`src/rtl/ip_sequencer.sv`:
```
// Fetch sequencer for an external increment/load IP register. It issues one fetch per
// instruction, then one update cycle (advance or redirect) that uses an internal return stack.
module ip_sequencer #(
    parameter int AW          = 16,
    parameter int STACK_DEPTH = 4,
    parameter int MAX_WAIT    = 15
) (
    input  logic          CLK,
    input  logic          RST,
    input  logic          start,
    input  logic          halt,
    input  logic [AW-1:0] ip_q,
    output logic          ip_ena,
    output logic          ip_sel,
    output logic [AW-1:0] ip_d,
    output logic          fetch_req,
    output logic [AW-1:0] fetch_addr,
    input  logic          fetch_ack,
    input  logic          br_valid,
    input  logic [1:0]    br_type,
    input  logic [AW-1:0] br_target,
    output logic          br_ready,
    output logic          busy,
    output logic          stk_ovf,
    output logic          stk_unf,
    output logic          err_timeout
);

    localparam int SPW = $clog2(STACK_DEPTH);
    localparam int WW  = $clog2(MAX_WAIT + 1);
    localparam logic [SPW:0]  SP_FULL   = (SPW+1)'(STACK_DEPTH);
    localparam logic [WW-1:0] WAIT_LAST = WW'(MAX_WAIT - 1);

    typedef enum logic [2:0] {IDLE, FETCH, ADVANCE, REDIRECT, ERROR} state_t;

    state_t        state, state_nxt;
    logic [SPW:0]  sp;
    logic [SPW:0]  sp_m1;
    logic [AW-1:0] stack [STACK_DEPTH];
    logic [WW-1:0] wait_cnt;
    logic [1:0]    br_type_q;
    logic [AW-1:0] br_target_q;
    logic [AW-1:0] ip_inc;
    logic          acc_br, timeout, stk_full, stk_empty, is_call, is_ret;

    assign sp_m1     = sp - 1'b1;
    assign ip_inc    = ip_q + 1'b1;
    assign stk_full  = (sp == SP_FULL);
    assign stk_empty = (sp == '0);
    assign is_call   = (br_type_q == 2'b01);
    assign is_ret    = (br_type_q == 2'b10);
    assign acc_br    = (state == FETCH) && fetch_ack && br_valid;
    // The ack may still arrive in the MAX_WAIT-th waiting cycle; only a miss there times out.
    assign timeout   = (state == FETCH) && !fetch_ack && (wait_cnt == WAIT_LAST);

    always_ff @(posedge CLK) begin
        if (RST) begin
            state       <= IDLE;
            sp          <= '0;
            wait_cnt    <= '0;
            br_type_q   <= '0;
            br_target_q <= '0;
            stk_ovf     <= 1'b0;
            stk_unf     <= 1'b0;
            err_timeout <= 1'b0;
        end else begin
            state <= state_nxt;
            if (state == FETCH)
                wait_cnt <= fetch_ack ? '0 : wait_cnt + 1'b1;
            if (timeout)
                err_timeout <= 1'b1;
            if (acc_br) begin
                br_type_q   <= br_type;
                br_target_q <= br_target;
            end
            if (state == REDIRECT) begin
                if (is_call) begin
                    if (stk_full) stk_ovf <= 1'b1;
                    else          sp      <= sp + 1'b1;
                end else if (is_ret) begin
                    if (stk_empty) stk_unf <= 1'b1;
                    else           sp      <= sp_m1;
                end
            end
        end
    end

    // Stack contents need no reset; sp alone defines what is valid.
    always_ff @(posedge CLK) begin
        if (!RST && state == REDIRECT && is_call && !stk_full)
            stack[sp[SPW-1:0]] <= ip_inc;
    end

    always_comb begin
        state_nxt = state;
        case (state)
            IDLE:     if (start && !halt) state_nxt = FETCH;
            FETCH: begin
                if (fetch_ack)    state_nxt = br_valid ? REDIRECT : ADVANCE;
                else if (timeout) state_nxt = ERROR;
            end
            ADVANCE,
            REDIRECT: state_nxt = halt ? IDLE : FETCH;
            ERROR:    state_nxt = ERROR;
            default:  state_nxt = IDLE;
        endcase
    end

    always_comb begin
        ip_ena     = 1'b0;
        ip_sel     = 1'b0;
        ip_d       = '0;
        fetch_req  = 1'b0;
        fetch_addr = '0;
        br_ready   = 1'b0;
        busy       = 1'b0;
        case (state)
            FETCH: begin
                busy       = 1'b1;
                fetch_req  = 1'b1;
                fetch_addr = ip_q;
                br_ready   = fetch_ack && br_valid;
            end
            ADVANCE: begin
                busy   = 1'b1;
                ip_ena = 1'b1;
            end
            REDIRECT: begin
                busy   = 1'b1;
                ip_ena = 1'b1;
                if (is_ret) begin
                    // An empty-stack return degrades to a plain increment.
                    if (!stk_empty) begin
                        ip_sel = 1'b1;
                        ip_d   = stack[sp_m1[SPW-1:0]];
                    end
                end else begin
                    ip_sel = 1'b1;
                    ip_d   = br_target_q;
                end
            end
            default: ;
        endcase
    end

endmodule

```
`config.mk`:
```
export PLATFORM = sky130hd
export DESIGN_NAME = ip_sequencer
export DESIGN_NICKNAME = d
export VERILOG_FILES = /design/src/rtl/ip_sequencer.sv
export SDC_FILE = /design/constraint.sdc
export NUM_CORES = 1
export LEC_CHECK = 0
export ABC_AREA = 0
export CAP_MARGIN = 30
export CORE_ASPECT_RATIO = 1.4
export CORE_MARGIN = 8
export CORE_UTILIZATION = 40
export CTS_CLUSTER_SIZE = 16
export DETAILED_ROUTE_END_ITERATION = 10
export SETUP_SLACK_MARGIN = 0.5
export SYNTH_ARGS = -nofsm -noshare
export SYNTH_HDL_FRONTEND = slang
export SYNTH_SLANG_ARGS = --single-unit
```
`constraint.sdc`:
```
create_clock -name CLK -period 7.85 [get_ports CLK]
set_clock_uncertainty 0.15 [all_clocks]
set_input_delay 2.355 -clock CLK [delete_from_list [all_inputs] [get_ports CLK]]
set_output_delay 2.355 -clock CLK [all_outputs]
set_load 0.03 [all_outputs]
```
# Yosys cells after proc, flatten, opt, wreduce, memory -nomap -nowiden

Memory sizes are Yosys's and may differ from the RTL's.
Cells that the tools add are included.

Flip-flop bits (word level): 31
Memory bits (writable): 64
Input port bits: 40
Output and inout port bits: 40
Logic and storage cells: 72
Memories: 1

Add/sub/neg operators: 4
Equal/unequal tests: 12
Multiplexer cells: 24
Bitwise logic cells: 1
Reductions and logical operators: 22

Memory list:

| name  | depth | bits a word | read ports | clocked after memory_dff | write ports | line | RTL |
|---|---|---|---|---|---|---|---|
| stack | 4     | 16          | 1          | 0                        | 1           | 39   | `logic [AW-1:0] stack [STACK_DEPTH];` |

Operators by type and width:

| cell                                                                     | number |
|---|---|
| 16-bit 2-to-1 mux                                                        | 4 |
| 3-bit 2-to-1 mux                                                         | 7 |
| 16-bit by 1-bit adder with 16-bit output (second input constant)         | 1 |
| 3-bit case mux with 4 select lines                                       | 1 |
| 1-bit 2-to-1 mux                                                         | 11 |
| 1-bit logical AND                                                        | 9 |
| 4-bit AND reduction                                                      | 2 |
| 3-bit by 2-bit == test with 1-bit output (second input constant)         | 2 |
| 3-bit == test (second input constant)                                    | 2 |
| 3-bit zero test                                                          | 2 |
| 4-bit by 1-bit adder with 4-bit output (second input constant)           | 1 |
| 4-bit == test (second input constant)                                    | 1 |
| 1-bit zero test                                                          | 4 |
| 4-bit 2-to-1 mux                                                         | 1 |
| 2-bit inequality test (second input constant)                            | 2 |
| 3-bit by 1-bit adder with 3-bit output (second input constant)           | 1 |
| 3-bit by 1-bit == test with 1-bit output (second input constant)         | 1 |
| 3-bit inequality test (second input constant)                            | 1 |
| 3-bit AND reduction                                                      | 1 |
| 3-bit OR reduction                                                       | 1 |
| 3-bit by 1-bit subtractor with 3-bit output (second input constant)      | 1 |
| 2-bit by 1-bit == test with 1-bit output (second input constant)         | 1 |
| 2-bit == test (second input constant)                                    | 1 |
| 2-bit by 1-bit inequality test with 1-bit output (second input constant) | 1 |
| 4 further kinds                                                          | 4 |

# Longest topological paths before layout

Gate-level depths: netlist (run 1).

Word-level depth: 6
Depth in mapped cells: 7

# Worst setup path before layout (run 1)

No wires, ideal clock.

Path type: input to output
Start point: input port ip_q[0]
End point: output port fetch_addr[0]
Data arrival time: 2.825 ns
Required time: 5.345 ns
Slack: 2.520 ns
Cell stages on the path: 2
Buffers on the path: 0
Path through: inv_1 -> nor2_1

Longest elaborated chain between the ends: 1

RTL lines:

| what               | line | RTL |
|---|---|---|
| start: declaration | 12   | `input logic [AW-1:0] ip_q,` |
| 16-bit 2-to-1 mux  | 117  | `case (state)` |
| end: declaration   | 17   | `output logic [AW-1:0] fetch_addr,` |

No other way between the ends.

# Worst setup path in the final report (run 1)

Start point: input port fetch_ack
End point: output port br_ready

Longest elaborated chain between the ends: 2

RTL lines:

| what               | line | RTL |
|---|---|---|
| start: declaration | 18   | `input logic fetch_ack,` |
| 1-bit logical AND  | 122  | `br_ready = fetch_ack && br_valid;` |
| 1-bit 2-to-1 mux   | 117  |  |
| end: declaration   | 22   | `output logic br_ready,` |

No other way between the ends.

==> flow_metrics.py, run 1 <==
metrics = {
    "placement": {
        "gp_congestion": 0.751,
        "post-dp-hpwl_um": 7190,
        "io_buffer_count": 79,
        "pre_cts_ws_ns": 1.05,
    },
    "hold_path": {
        "worstHoldPathCells": 2,
        "holdPathEnd": "stk_unf",
        "hp-class": "flip-flop to flip-flop",
        "min_from": "stk_unf",
    },
    "cts": {
        "postCtsHoldBufs": 0,
        "cts_tree": "built",
        "cts_inserted_buffers": 9,
        "h-tree-depth": 3,
        "post-cts-setup-buffers": 0,
        "root_buffer": "clkbuf_16",
        "clock_path_buffers": 2,
        "clock-sinks": 95,
        "clk_latency_ns": 0.34,
        "cts_resized": 0,
        "path_clk_slew_ns": 0.06,
    },
    "die": {
        "fp.dieW_um": 105,
        "num_rows": 45,
        "initial_core_util_pct": 40.9,
        "die_h_um": 141,
        "die_area_um2": 14800,
        "ios": 80,
        "core_region_area_um2": 10900,
    },
    "global_routing": {
        "antenna_found_initial": 0,
        "grt_usage_pct": 13.7,
        "grt_start_max_net_pins": 32,
        "grt_pass1_wl_um": 15700,
        "grt-ovfl-total": 0,
        "grt_pass1_vias": 3010,
    },
    "cells_and_area": {
        "layout_commonest_cell": "clkdlybuf4s50_1",
        "syn_to_final_growth_pct": 26.2,
        "antenna_cells": 0,
        "drive_above_1_share_pct": 12.4,
        "final_cell_mix": "clkdlybuf4s50_1, edfxtp_1, nor2_1",
        "layout.nets": 488,
        "fin_util_pct": 51.6,
    },
    "synthesis": {
        "synth_cells": 364,
        "synth.top_cell.area_share_pct": 43.3,
        "netlist_area_um2": 4440,
        "synthFlopType": "edfxtp_1",
        "synth_cell_type_count": 38,
        "async_flop_share_pct": 0,
        "yosys_warnings": 0,
        "synth_fp_nets": 414,
        "synth_seq_cells": 95,
        "seq_area_frac_synth_pct": 57.2,
        "synth_area_leaders": "edfxtp_1, dfxtp_1, mux2_2",
        "synth_edf_count": 64,
        "yosysTopAreaCell": "edfxtp_1",
        "synth.avg_cell_area_um2": 12.2,
    },
    "timing": {
        "timing.final.ws_setup_ns": 1.06,
        "finalCritPeriodShare_pct": 86.6,
        "tns_ns": 0,
        "hold_ws_ns": 0.321,
        "setup_violations": 0,
        "fin_crit_ns": 6.79,
        "max_freq_mhz": 147,
        "tightest_slew_ns": 0.956,
        "relSlewSlack_pct": 36.2,
        "rsz0062_at_grt": "no",
        "slew_violations": 0,
        "hold_violations": 0,
    },
    "route": {
        "routed_wirelength_um": 10000,
        "routed_via_density": 5.01,
        "drcViolationCount": 0,
        "drtIter0Drc": 124,
        "ant_nets": 0,
        "first_pass_iters": 4,
        "wl_per_cell_um": 17.2,
        "num_vias": 2927,
    },
    "critical_path": {
        "cp_max_fo": 19,
        "r2r_cells": 4,
        "cp-end-kind": "primary output",
        "cp-start-kind": "input pin",
        "crit_type": "input pin to primary output",
        "reg2reg_to": "stack[3][4]",
        "cp.required_ns": 5.35,
        "arrival_ns": 4.29,
        "r2r_start": "br_type_q[0]",
        "reg2reg_slack_ns": 5.47,
        "critPathLaunch": "fetch_ack",
    },
    "run_status": {
        "outcome": "complete, no violations",
    },
    "pwr": {
        "p_per_area_nw_per_um2": 183,
        "power.leakage_uw": 0.00184,
        "peakVddDrop_uv": 114,
        "power_uw": 1030,
    },
    "job": {
        "cap_violations": 0,
    },
}
[worst max path at each step]
| stage | to | cells past startpoint |
|---|---|---|
| after floorplan | fetch_addr[0] | 2 |
| after global placement | br_ready | 3 |
| after detailed placement | br_ready | 3 |
| after CTS | br_ready | 3 |
| after global routing | br_ready | 3 |
| final | br_ready | 3 |
[area by class of cell]
| cell class | count | area, um2 |
|---|---|---|
| fill | 974 | 5260 |
| sequential | 95 | 2540 |
| multi-input combinational | 239 | 1760 |
| timing repair buffer | 82 | 813 |
| clock buffer | 9 | 225 |
| tap | 141 | 176 |
| clock inverter | 7 | 48.8 |
| inverter | 11 | 42.5 |
[routing by layer]
layer / routed length (um) / global-route usage, % / vias up
met5: 0 / 0 / -
li1: - / - / 1456
met1: 4050 / 14.3 / 1415
met2: 5510 / 25.6 / 50
met3: 369 / 3.28 / 6
met4: 113 / 5.81 / 0
[stage by stage]
step                instance area [um2]  instances
finish                             5600        584
global route                       5600        584
CTS                                5600        584
detailed placement                 5330        568
global placement                   5330        568
floorplan                          4440        364
[flip-flops by register name (all words and copies together) (netlist names)]
register	count
stack	64
br_target_q	16
wait_cnt	4
sp	3
state	3
br_type_q	2
err_timeout	1
stk_ovf	1
stk_unf	1
[Yosys cell counts, types with 5 or more instances]
cell type / instances
inv_1: 10
edfxtp_1: 64
a221oi_1: 16
nor2_1: 50
nand2_1: 6
and2_1: 19
ha_1: 10
dfxtp_1: 31
mux2_2: 32
nor3_1: 8
xor2_1: 5
nand3_1: 9
a21oi_1: 7
xnor2_1: 13
mux2i_1: 20
nor2b_1: 19
clkbuf_1: 15
[where the power goes]
part / switching, uW / internal [uW] / leakage, uW / total [uW]
Sequential: 2.46 / 537 / 0.000825 / 540
Clock: 183 / 214 / 0.000125 / 397
Combinational: 47.5 / 42.8 / 0.000893 / 90.3
[logic make-up (layout without fill, tap and decap cells)]
kind of cell    after synthesis  count (layout)  synth area share (%)
buf+inv                      30             109                  3.49
mux                          52              52                  12.6
compound gates               33              33                  5.61
fa+ha+maj                    10              10                  2.82
simple gates                126             126                  14.7
flops                        95              95                  57.2
xor+xnor                     18              18                  3.55
[critical path: stages]
cell and delay [ns]:
clkdlybuf4s50_1 0.68, and3_4 0.50, clkdlybuf4s50_1 0.75
Note: power is estimated with default switching activity, not from simulation.
==> inputs of run 2 (changes only) <==
--- a/config.mk
+++ b/config.mk
@@ -13,6 +13,7 @@
 export CTS_CLUSTER_SIZE = 16
 export DETAILED_ROUTE_END_ITERATION = 10
 export SETUP_SLACK_MARGIN = 0.5
+export SLEW_MARGIN = 20
 export SYNTH_ARGS = -nofsm -noshare
 export SYNTH_HDL_FRONTEND = slang
 export SYNTH_SLANG_ARGS = --single-unit
==> results of run 2 <==
No change in the layout: final DEF, timing and power equal those of run 1.
==> edit, RTL diff (settings of run 1) <==
The parameter `STACK_DEPTH` goes from 4 to 2.
--- a/src/rtl/ip_sequencer.sv
+++ b/src/rtl/ip_sequencer.sv
@@ -4,3 +4,3 @@
     parameter int AW          = 16,
-    parameter int STACK_DEPTH = 4,
+    parameter int STACK_DEPTH = 2,
     parameter int MAX_WAIT    = 15
Behaviour: not the same (Yosys sat finds a counterexample within 10 cycles, from zero or initial values and one cycle with RST high).
==> edit against run 1 <==
Sequential share of layout area shrank 7.6 points. Synthesized cell count shrank 19%. Total power fell by 34%. Non-clock buffer count rose by 1. Global-route usage fell by 0.17 points. Synthesized area is 30% lower. First-iteration DRC count up 41%. Routed wire length down 28%. Worst setup slack better by 61 ps. Critical path depth unchanged. Sequential cell count fell by 33. Register-to-register slack lost 140 ps. Final area is 26% lower. Critical path type unchanged. Critical endpoint unchanged.
==> edit: results (changes against run 1) <==
syn nets=341 (was 414); initial antenna violation count=0 (unchanged); gp weighted congestion=0.789 (was 0.751); vias per std cell=4.78 (was 5.01); met2 Track Usage GR=0.243 (was 0.256); CTS max path bufs=2 (unchanged); number of flip-flops in the largest register=32 (was 64); Hold WC Path Type=reg -> reg (unchanged); global router's overall resource usage=0.136 (was 0.137); crit-path max FO=19 (unchanged); number of port buffers=79 (unchanged); first-pass GRT wire length=11800 µm (was 15700 µm); clock-pin slew on the worst setup and hold paths=70 ps; CTS buffer count=9 (unchanged); Hold WS=328 ps (was 321 ps); Max-Slew Margin vs Limit=0.428 (was 0.362); # fillers=718 (was 974); synth top area cells=edfxtp_1, dfxtp_1, mux2i_1, nor2_1, mux2_2 (was edfxtp_1, dfxtp_1, mux2_2, mux2i_1, nor2_1); number of synthesized flops with an enable pin=32 (was 64); Worst Path Arrival=4230 ps (was 4290 ps); vias in the first global route=2344 (was 3010); # diodes=0 (unchanged); hold path cells=2 (unchanged); reg2reg start=sp[0] (was br_type_q[0]); outcome=complete, no violations (unchanged); Synth top cells by count=nor2_1, edfxtp_1, dfxtp_1, a21oi_1, mux2i_1 (was edfxtp_1, nor2_1, mux2_2, dfxtp_1, mux2i_1); Leak Pwr=0.00143 µW (was 0.00184 µW); Critical-path top delay cell=clkdlybuf4s50_1 (unchanged); worst skew pair latency=330 ps; maximum VDD drop=0.120 mV (was 0.114 mV); clock root buffer=clkbuf_8 (was clkbuf_16); predominant post-synthesis flop cell=edfxtp_1 (unchanged); Min-Delay Endpoint=stk_unf (unchanged); share of synthesized registers carrying an async set or reset=0 (unchanged); detailed placement HPWL=5280 µm (was 7190 µm); Crit path largest cell delay=750 ps (about the same); FF-to-FF path depth=4 (unchanged); FF-to-FF End=stack[1][5] (was stack[3][4]); hold wc startpoint=stk_unf (unchanged); final wirelength=7240 µm (was 10000 µm); 1st-iter DRT viols=175 (was 124); XOR/XNOR Fraction of Synth Area=0.0453 (was 0.0355); Nets=420 (was 488); fraction of layout cells with a size suffix above 1=0.101 (was 0.124); post-CTS sizing=0 (unchanged); Adder-Cell Fraction of Synth Area=0.0283 (was 0.0282); largest net degree at the start of global routing=33 (was 32); post-synthesis mux area share=0.123 (was 0.126); 1st-pass router iterations=5 (was 4); met3 Use GR=0.0400 (was 0.0328); Synthesis Warnings=0 (unchanged); flop-to-flop setup slack=5330 ps (was 5470 ps); sequential area share after synthesis=0.505 (was 0.572); post-synthesis compound-gate area fraction=0.0558 (was 0.0561); post-synth cell types=37 (was 38); GRT met1 Usage=0.149 (was 0.143); H-tree depth=3 (unchanged); post-CTS setup buffer count=0 (unchanged)
## edit: cell count changes in the layout (fill, tap and decap cells not counted), sizes merged, moves of 4 or more
cell | run 1 | this run
and2 | 19 | 15
a21oi | 7 | 22
mux2 | 32 | 16
a221oi | 16 | 0
edfxtp | 64 | 32
## edit: final cells by class
type / instances / share of cell area
clock buffers: 10 / 0.0309
clock inverters: 6 / 0.0127
inverters: 8 / 0.00848
multi-input cells: 209 / 0.340
flip-flops and latches: 62 / 0.378
well taps: 100 / 0.0303
repair buffers: 83 / 0.200
## edit: how the worst max path moves through the flow
stage,startpoint,to,slack [ps],cells after the start
2_1_floorplan,fetch_ack,br_ready,2260,4
3_3_place_gp,fetch_ack,br_ready,1150,3
3_5_place_dp,fetch_ack,br_ready,1110,3
4_1_cts,fetch_ack,br_ready,1110,3
5_1_grt,fetch_ack,br_ready,1060,3
6_report,fetch_ack,br_ready,1120,3
## edit: cells by family after synthesis
family,Yosys count
buffers and inverters,23
AOI/OAI and AO/OA,30
and+or+nand+nor,120
adders and majority gates,7
DFF,62
xor gates and xnor gates,16
muxes,36
## edit: routing by layer
layer,vias up,share of wire
li1,1178,-
met1,1047,0.43
met2,55,0.51
met3,7,0.042
met4,0,0.010
met5,-,0
## edit: power breakdown
part / switching (µW) / total (µW) / leakage [µW] / internal, µW
registers: 2.29 / 346 / 0.000530 / 344
clock network: 117 / 260 / 0.0000949 / 143
logic: 37.6 / 76.0 / 0.000807 / 38.4
total: 157 / 682 / 0.00143 / 525
## edit: metrics by stage
step	setup slack [ps]	instances	utilization	cell area (µm²)	total power, µW
6_report	1120	478	0.543	4130	682
5_1_grt	1060	478	0.543	4130	708
4_1_cts	1110	478	0.543	4130	689
3_5_place_dp	1110	462	0.519	3950	430
3_3_place_gp	1150	461	0.518	3940	429
2_1_floorplan	2260	294	-	3090	392
## edit: worst max-delay path: cells and delay by family
| family | cells | cell delay [ps] |
|---|---|---|
| buffers and inverters | 2 | 1380 |
| and+or+nand+nor | 1 | 490 |
